### config.mk
export PLATFORM = sky130hd
export DESIGN_NAME = ex_stage
export DESIGN_NICKNAME = d
export VERILOG_FILES = /design/src/rtl/ex_stage.sv
export SDC_FILE = /design/constraint.sdc
export NUM_CORES = 1
export LEC_CHECK = 0
export ABC_CLOCK_PERIOD_IN_PS = 800
export CAP_MARGIN = 25
export CORE_UTILIZATION = 51
export CTS_BUF_LIST = sky130_fd_sc_hd__clkbuf_4
export CTS_CLUSTER_DIAMETER = 150
export DETAILED_ROUTE_END_ITERATION = 12
export PLACE_DENSITY_LB_ADDON = 0.15
export SETUP_SLACK_MARGIN = 0.4
export SKIP_LAST_GASP = 1
export SYNTH_ARGS = -nofsm -noshare
export SYNTH_HDL_FRONTEND = slang
export SYNTH_SLANG_ARGS = --single-unit
### constraint.sdc
create_clock -name clk -period 0.8 [get_ports clk]
set_input_delay 0.16 -clock clk [delete_from_list [all_inputs] [get_ports clk]]
set_output_delay 0.16 -clock clk [all_outputs]
set_load 0.03 [all_outputs]
### src/rtl/ex_stage.sv
`default_nettype none
// +--------------------------------------------------------------------------+
// | Module   : ex_stage                                                      |
// | Purpose  : Pipeline execute stage. Single-cycle integer ALU, branch      |
// |            target adder and EX/MEM output register.                      |
// |            RV32M_EN: when defined, MUL/MULHU/DIV/DIVU/REM/REMU run on    |
// |            an iterative shift-add / restoring-divide engine; otherwise   |
// |            they retire at once as illegal ops.                           |
// | Revision : 1.0  initial release                                          |
// +--------------------------------------------------------------------------+
module ex_stage #(
  parameter int DATA_W     = 32,
  parameter int REG_ADDR_W = 5
) (
  input  logic                  clk,
  input  logic                  rst,
  input  logic                  flush_i,
  input  logic                  valid_i,
  output logic                  ready_o,
  output logic                  stall_req_o,
  input  logic                  ctrl_wb_RegWrite_i,
  input  logic                  ctrl_wb_Mem2Reg_i,
  input  logic                  ctrl_mem_branch_i,
  input  logic                  ctrl_mem_read_i,
  input  logic                  ctrl_mem_write_i,
  input  logic                  ctrl_ex_AluSrc_i,
  input  logic [1:0]            ctrl_ex_AluOp_i,
  input  logic [DATA_W-1:0]     pc_i,
  input  logic [DATA_W-1:0]     reg1_data_i,
  input  logic [DATA_W-1:0]     reg2_data_i,
  input  logic [DATA_W-1:0]     imm_data_i,
  input  logic [3:0]            alu_op_i,
  input  logic [REG_ADDR_W-1:0] write_addr_i,
  output logic                  valid_o,
  output logic [DATA_W-1:0]     alu_result_o,
  output logic                  zero_o,
  output logic [DATA_W-1:0]     branch_target_o,
  output logic [DATA_W-1:0]     store_data_o,
  output logic                  illegal_o,
  output logic                  ctrl_wb_RegWrite_o,
  output logic                  ctrl_wb_Mem2Reg_o,
  output logic                  ctrl_mem_branch_o,
  output logic                  ctrl_mem_read_o,
  output logic                  ctrl_mem_write_o,
  output logic [REG_ADDR_W-1:0] write_addr_o
);

  localparam int SH_W = $clog2(DATA_W);

  logic [DATA_W-1:0] op_a;
  logic [DATA_W-1:0] op_b;
  logic [DATA_W-1:0] alu_val;
  logic [DATA_W-1:0] sc_result;
  logic [DATA_W-1:0] m_result;
  logic [SH_W-1:0]   shamt;
  logic              is_mop;
  logic              accept;
  logic              defer;
  logic              done;
  logic              illegal_op;
  logic              unused_aluop;

  assign op_a         = reg1_data_i;
  assign op_b         = ctrl_ex_AluSrc_i ? imm_data_i : reg2_data_i;
  assign shamt        = op_b[SH_W-1:0];
  // Ops 10..15 (1010..1111) are the M-extension group.
  assign is_mop       = alu_op_i[3] & (alu_op_i[2] | alu_op_i[1]);
  assign accept       = ready_o & valid_i & ~flush_i;
  assign unused_aluop = ^ctrl_ex_AluOp_i;
  assign sc_result    = illegal_op ? '0 : alu_val;

  // Single-cycle integer ALU
  always_comb begin
    alu_val = '0;
    case (alu_op_i)
      4'd0:    alu_val = op_a + op_b;
      4'd1:    alu_val = op_a - op_b;
      4'd2:    alu_val = op_a << shamt;
      4'd3:    alu_val = ($signed(op_a) < $signed(op_b)) ? DATA_W'(1) : '0;
      4'd4:    alu_val = (op_a < op_b) ? DATA_W'(1) : '0;
      4'd5:    alu_val = op_a ^ op_b;
      4'd6:    alu_val = op_a >> shamt;
      4'd7:    alu_val = $unsigned($signed(op_a) >>> shamt);
      4'd8:    alu_val = op_a | op_b;
      4'd9:    alu_val = op_a & op_b;
      default: alu_val = '0;
    endcase
  end

`ifdef RV32M_EN
  typedef enum logic [0:0] {IDLE = 1'b0, BUSY = 1'b1} state_t;

  state_t            state;
  state_t            state_nx;
  logic [SH_W-1:0]   cnt;
  logic [DATA_W-1:0] acc;
  logic [DATA_W-1:0] lo;
  logic [DATA_W-1:0] opnd;
  logic [DATA_W-1:0] acc_nx;
  logic [DATA_W-1:0] lo_nx;
  logic [DATA_W-1:0] raw;
  logic [DATA_W:0]   mul_sum;
  logic [DATA_W:0]   div_sh;
  logic [2:0]        mop;
  logic              neg_res;
  logic              div_zero;
  logic              last;
  logic              sgn_div;
  logic              a_neg;
  logic              b_neg;

  assign last        = (cnt == SH_W'(DATA_W - 1));
  // DIV (100) and REM (110) are the signed divide ops.
  assign sgn_div     = alu_op_i[2] & ~alu_op_i[0];
  assign a_neg       = sgn_div & op_a[DATA_W-1];
  assign b_neg       = sgn_div & op_b[DATA_W-1];
  assign ready_o     = (state == IDLE);
  assign stall_req_o = (state != IDLE) | (valid_i & is_mop & ~flush_i);
  assign defer       = is_mop;
  assign done        = (state == BUSY) & last & ~flush_i;
  assign illegal_op  = 1'b0;

  // FSM state register
  always_ff @(posedge clk or negedge rst) begin
    if (!rst) state <= IDLE;
    else      state <= state_nx;
  end

  // FSM next state; flush wins over acceptance and completion
  always_comb begin
    state_nx = state;
    if (flush_i) begin
      state_nx = IDLE;
    end else begin
      case (state)
        IDLE:    if (valid_i & is_mop) state_nx = BUSY;
        BUSY:    if (last) state_nx = IDLE;
        default: state_nx = IDLE;
      endcase
    end
  end

  // One multiply (shift-add on {acc,lo}) or restoring-divide step
  always_comb begin
    acc_nx  = acc;
    lo_nx   = lo;
    mul_sum = {1'b0, acc} + (lo[0] ? {1'b0, opnd} : '0);
    div_sh  = {acc, lo[DATA_W-1]};
    if (mop[2]) begin
      if (div_sh >= {1'b0, opnd}) begin
        acc_nx = DATA_W'(div_sh - {1'b0, opnd});
        lo_nx  = {lo[DATA_W-2:0], 1'b1};
      end else begin
        acc_nx = div_sh[DATA_W-1:0];
        lo_nx  = {lo[DATA_W-2:0], 1'b0};
      end
    end else begin
      acc_nx = mul_sum[DATA_W:1];
      lo_nx  = {mul_sum[0], lo[DATA_W-1:1]};
    end
  end

  // MULHU and REM/REMU come from the upper half, the rest from the lower half
  always_comb begin
    raw      = ((mop == 3'b011) | (mop[2:1] == 2'b11)) ? acc_nx : lo_nx;
    m_result = neg_res ? -raw : raw;
    // Quotient of a divide by zero is all ones regardless of sign
    if (div_zero & (mop[2:1] == 2'b10)) m_result = '1;
  end

  // Operand latch and iteration registers
  always_ff @(posedge clk or negedge rst) begin
    if (!rst) begin
      acc      <= '0;
      lo       <= '0;
      opnd     <= '0;
      mop      <= '0;
      neg_res  <= 1'b0;
      div_zero <= 1'b0;
      cnt      <= '0;
    end else if (flush_i) begin
      cnt <= '0;
    end else if (accept & is_mop) begin
      acc      <= '0;
      lo       <= a_neg ? -op_a : op_a;
      opnd     <= b_neg ? -op_b : op_b;
      mop      <= alu_op_i[2:0];
      div_zero <= (op_b == '0);
      // REM takes the dividend sign, DIV the xor of both signs
      neg_res  <= alu_op_i[1] ? a_neg : (a_neg ^ b_neg);
      cnt      <= '0;
    end else if (state == BUSY) begin
      acc <= acc_nx;
      lo  <= lo_nx;
      cnt <= cnt + SH_W'(1);
    end
  end
`else
  assign ready_o     = 1'b1;
  assign stall_req_o = 1'b0;
  assign defer       = 1'b0;
  assign done        = 1'b0;
  assign m_result    = '0;
  assign illegal_op  = is_mop;
`endif

  // EX/MEM output register
  always_ff @(posedge clk or negedge rst) begin
    if (!rst) begin
      valid_o            <= 1'b0;
      alu_result_o       <= '0;
      zero_o             <= 1'b0;
      branch_target_o    <= '0;
      store_data_o       <= '0;
      illegal_o          <= 1'b0;
      ctrl_wb_RegWrite_o <= 1'b0;
      ctrl_wb_Mem2Reg_o  <= 1'b0;
      ctrl_mem_branch_o  <= 1'b0;
      ctrl_mem_read_o    <= 1'b0;
      ctrl_mem_write_o   <= 1'b0;
      write_addr_o       <= '0;
    end else begin
      valid_o <= 1'b0;
      if (accept) begin
        ctrl_wb_RegWrite_o <= ctrl_wb_RegWrite_i & ~illegal_op;
        ctrl_wb_Mem2Reg_o  <= ctrl_wb_Mem2Reg_i;
        ctrl_mem_branch_o  <= ctrl_mem_branch_i;
        ctrl_mem_read_o    <= ctrl_mem_read_i;
        ctrl_mem_write_o   <= ctrl_mem_write_i;
        write_addr_o       <= write_addr_i;
        store_data_o       <= reg2_data_i;
        branch_target_o    <= pc_i + imm_data_i;
        illegal_o          <= illegal_op;
        if (!defer) begin
          valid_o      <= 1'b1;
          alu_result_o <= sc_result;
          zero_o       <= (sc_result == '0);
        end
      end else if (done) begin
        valid_o      <= 1'b1;
        alu_result_o <= m_result;
        zero_o       <= (m_result == '0);
      end
    end
  end

endmodule
`default_nettype wire

==> flow_summary.ini, run 1 <==
[outcome]
status = aborted with a tool error
lastStage = 5_1_grt
error = [ERROR GRT-0116] Global routing finished with congestion. Check the congestion regions in the DRC Viewer.

[logic_synthesis]
synth_area_leaders = dfrtp_1, ha_1, nand2_1
ys_seq_area_frac = 0.183
avgSynthCellArea_um2 = 7.58
synth_top_flop_cell = dfrtp_1
synth.top_cell.area_share = 0.183
synth_common_cells = nand2_1, nor2_1, o21ai_0
synthArstFlopShare = 1.00
synth-edff-count = 0
synth_most_common_cell = nand2_1
yosys_warnings = 0
ys_seq_elements = 109
syn_area_um2 = 14900
yosysTopAreaCell = dfrtp_1
synth.distinct_cells = 95
syn_nets = 2241
syn-instance-count = 1960

[cts]
cts_max_level = 3
root_buffer = clkbuf_4
cts.sinks = 109
cts_buffers = 9
clock_path_buffers = 2

[place]
pre_cts_ws_ps = -3850
place.gp.congestion = 1.22
port_buffers = 255
dpl_cell_area_um2 = 23100
dpl.hpwl_um = 64100

[global_route]
grt_pass1_wl_um = 205000
grt_pass1_vias = 29967
grt_overflow = 936
grt.total_usage = 0.888
grt_max_degree = 39

[die]
io_pins = 260
die_h_um = 173
rows = 62
dieWidth_um = 173
initial_core_util = 0.518
[through the flow]
step / std cells / hold WS, ps / setup TNS, ps / util
after global placement: 3179 / 14.5 / -249880 / 0.805
after CTS: 3332 / -566 / -159720 / 0.932
after detailed placement: 3179 / 16.6 / -259060 / 0.805
after floorplan: 1960 / -136 / -119450 / -
[cells by family after synthesis]
| group | share of synthesized area |
|---|---|
| AO/OA/AOI/OAI | 0.281 |
| multiplexers | 0.126 |
| adder cells (fa/ha/maj) | 0.113 |
| other | 0.000505 |
| AND/OR/NAND/NOR | 0.205 |
| buffers and inverters | 0.0651 |
| flip-flops | 0.183 |
| XOR/XNOR | 0.0265 |
[metal layers]
layer / overflow / global-route usage
met5: 2 / 0.377
met4: 247 / 0.935
met3: 10 / 0.717
met2: 669 / 1.08
met1: 8 / 0.862
[what timing repair did]
item	in CTS
resized for setup	563
pin swaps	194
setup buffers	117
endpoints found under the setup margin	218
gates cloned	20
hold endpoints to repair	111
==> run 2: changes to the inputs <==
ABC_CLOCK_PERIOD_IN_PS = 1000   (was 800)
CORE_UTILIZATION = 40   (was 51)
CTS_BUF_LIST = not set   (was sky130_fd_sc_hd__clkbuf_4)
CTS_CLUSTER_DIAMETER = not set   (was 150)
SETUP_SLACK_MARGIN = not set   (was 0.4)
clock period = 1 ns   (was 0.8 ns; I/O delays follow)
==> run 2 against run 1 <==
  * The flow now finishes, with violations (setup timing)
  * Synthesized cell count unchanged
  * Area after synthesis unchanged
==> flow_summary.ini, run 2 <==
[cells_and_area]
nFillCells = 2599
areaGrowthSynthToFinish_pct = 82.0
largestRegisters = alu_result_o: 32 flops, branch_target_o: 32 flops, store_data_o: 32 flops
final_nets = 3245
multi_input_area_um2 = 13400
layout-drive-gt1-share = 0.472
fin_util = 0.739
seq_area_um2 = 2730
most-common-layout-cells = buf_4, nand2_1, nor2_1
layout_commonest_cell = buf_4

[timing]
setup_viol = 214
min_period_ps = 3860
worst_pin_slew_ps = 794
hold_slack_ps = 79.6
rsz0062_at_grt = yes
drv_slew = 0
max_freq_mhz = 259
slew_headroom = 0.467
fin_crit_sh = 3.86
hold_violations = 0
setup_tns_ps = -124420
fin_worst_skew_ps = 0
fin_ws_ps = -2860

[drt]
first_pass_iters = 7
avgViaCountPerCell = 6.27
drt_iter0_drc = 2171
totalWireLength_um = 92100
wire_per_inst_um = 26.8
ant_nets = 0
drcViolationCount = 0
vias = 21555

[global_route]
grt.total_usage = 0.460
grt_pass1_wl_um = 131000
grt_pass1_vias = 20937
grt_overflow = 0
antenna_found_initial = 1
grt_max_degree = 43

[worst_hold_path]
hp-class = in2reg
min_from = reg2_data_i[0]
hold_end = store_data_o[0]$_DFFE_PN0P_
min_path_cells = 3

[setup_path]
critPathMaxStageDelay_ps = 390
r2r_slack_ps = 140
critPathRequiredTime_ps = 1280
ff2ff_path_depth = 2
worstSetupPathType = in2reg
startpoint = ctrl_ex_AluSrc_i
endpoint_kind = register
start_kind = primary input
r2r_start = alu_result_o[13]$_DFFE_PN0P_
worst-path-max-fanout = 8
cp_common_cell = buf_6
reg2reg_to = alu_result_o[13]$_DFFE_PN0P_
worstPathCellList = buf_12 -> buf_6 -> mux2i_4 -> buf_12 -> buf_6 -> ha_4 -> nand2_1 -> a211o_1 -> a311o_1 -> a21oi_4 -> buf_6 -> buf_4 -> o31ai_2 -> a21oi_1 -> a41oi_2 -> a211oi_2 -> nand4_1 -> nor3_2 -> nand4_1 -> o31ai_2
cp_slowest_cell = a311o_1
crit_arrival_ps = 4140

[logic_synthesis]
yosysTopAreaCell = dfrtp_1
synthArstFlopShare = 1.00
synth_top_flop_cell = dfrtp_1
ys_seq_area_frac = 0.183
synth.distinct_cells = 95
synth_area_leaders = dfrtp_1, ha_1, nand2_1
synth-edff-count = 0
muxShareOfSynthArea = 0.126
ys_seq_elements = 109
synth.top_cell.area_share = 0.183
synth_xor_area_frac = 0.0265
synth_most_common_cell = nand2_1
synth_compound_area_frac = 0.281
synth_common_cells = nand2_1, nor2_1, o21ai_0
yosys_warnings = 0
syn_area_um2 = 14900
synth_top_family_by_area = compound AO/OA/AOI/OAI gates
syn-instance-count = 1960
synthSimpleGateAreaFrac = 0.205
synthAdderAreaFrac = 0.113
avgSynthCellArea_um2 = 7.58
syn_nets = 2241

[place]
port_buffers = 255
dpl.hpwl_um = 68000
place.gp.congestion = 1.05
pre_cts_ws_ps = -3710

[die]
io_pins = 260
die_area_um2 = 37900
initial_core_util = 0.406
rows = 70
die_h_um = 195
dieWidth_um = 195
core_area_um2 = 36600

[cts]
clock_path_buffers = 2
path_clk_slew_ps = 80
cts_tree = built
root_buffer = clkbuf_16
clkLatencyLatePin_ps = 370
cts_max_level = 3
cts_buffers = 9
cts.sinks = 109

[power_and_ir_drop]
p_leak_nw = 12.7
max-vdd-ir-drop_mv = 1.11
power_density_nw_per_um2 = 1100
p_total_mw = 29.8

[outcome]
status = complete, but fails checks
violations = setup timing

[job]
maxCapViolations = 0
run 2: report_power, final:
group / total (mW) / switching (mW) / internal, mW / leakage (nW)
Combinational: 20.3 / 10.9 / 9.37 / 11.2
Clock: 3.93 / 1.89 / 2.04 / 0.150
Sequential: 5.63 / 0.498 / 5.13 / 1.36
Total: 29.8 / 13.3 / 16.5 / 12.7
run 2: through the flow:
stage	std cells	instance area, µm²
2_1_floorplan	1960	15500
4_1_cts	3408	26100
3_5_place_dp	3308	23400
6_report	3438	27000
3_3_place_gp	3308	23400
5_1_grt	3438	27000
run 2: what timing repair did:
item	4_1_cts	5_1_grt
gates resized for setup	408	162
setup buffers	93	45
endpoints found under the hold margin	109	0
cloned	12	0
pin swaps	176	151
hold buffers	1	0
endpoints found under the setup margin	218	206
run 2: layer usage:
| layer | up-vias | GRT usage | share of wire |
|---|---|---|---|
| met3 | 457 | 0.127 | 0.12 |
| li1 | 9243 | - | - |
| met4 | 0 | 0.250 | 0.071 |
| met2 | 1551 | 0.720 | 0.44 |
| met1 | 10304 | 0.573 | 0.38 |
| met5 | - | 0 | 0 |
run 2: layout make-up:
| type | count | area share |
|---|---|---|
| inverter | 96 | 0.0138 |
| tap | 468 | 0.0216 |
| timing repair buffer | 1125 | 0.355 |
| sequential | 109 | 0.101 |
| multi-input combinational | 1623 | 0.497 |
| antenna | 1 | 0.0000925 |
| clock inverter | 6 | 0.00254 |
| clock buffer | 10 | 0.00884 |
run 2: critical path, delay by kind of cell:
| kind | cells | cell delay, ps |
|---|---|---|
| and+or+nand+nor | 4 | 770 |
| buffers and inverters | 6 | 780 |
| AOI/OAI and AO/OA | 8 | 1880 |
| adders and majority gates | 1 | 300 |
| muxes | 1 | 190 |
run 2: how the worst max path moves through the flow:
stage,to,cells past startpoint
after floorplan,alu_result_o[31]$_DFFE_PN0P_,18
after global placement,zero_o$_DFFE_PN0P_,19
after detailed placement,zero_o$_DFFE_PN0P_,16
after CTS,zero_o$_DFFE_PN0P_,19
after global routing,zero_o$_DFFE_PN0P_,19
final,zero_o$_DFFE_PN0P_,20
run 2: logic make-up (layout without fill, tap and decap cells):
kind of cell	after synthesis	in the layout
compound gates	621	621
xor+xnor	45	45
fa+ha+maj	132	132
buf+inv	228	1237
flops	109	109
mux	143	143
other cells	2	3
simple gates	680	680
(Power assumes the default switching activity.)
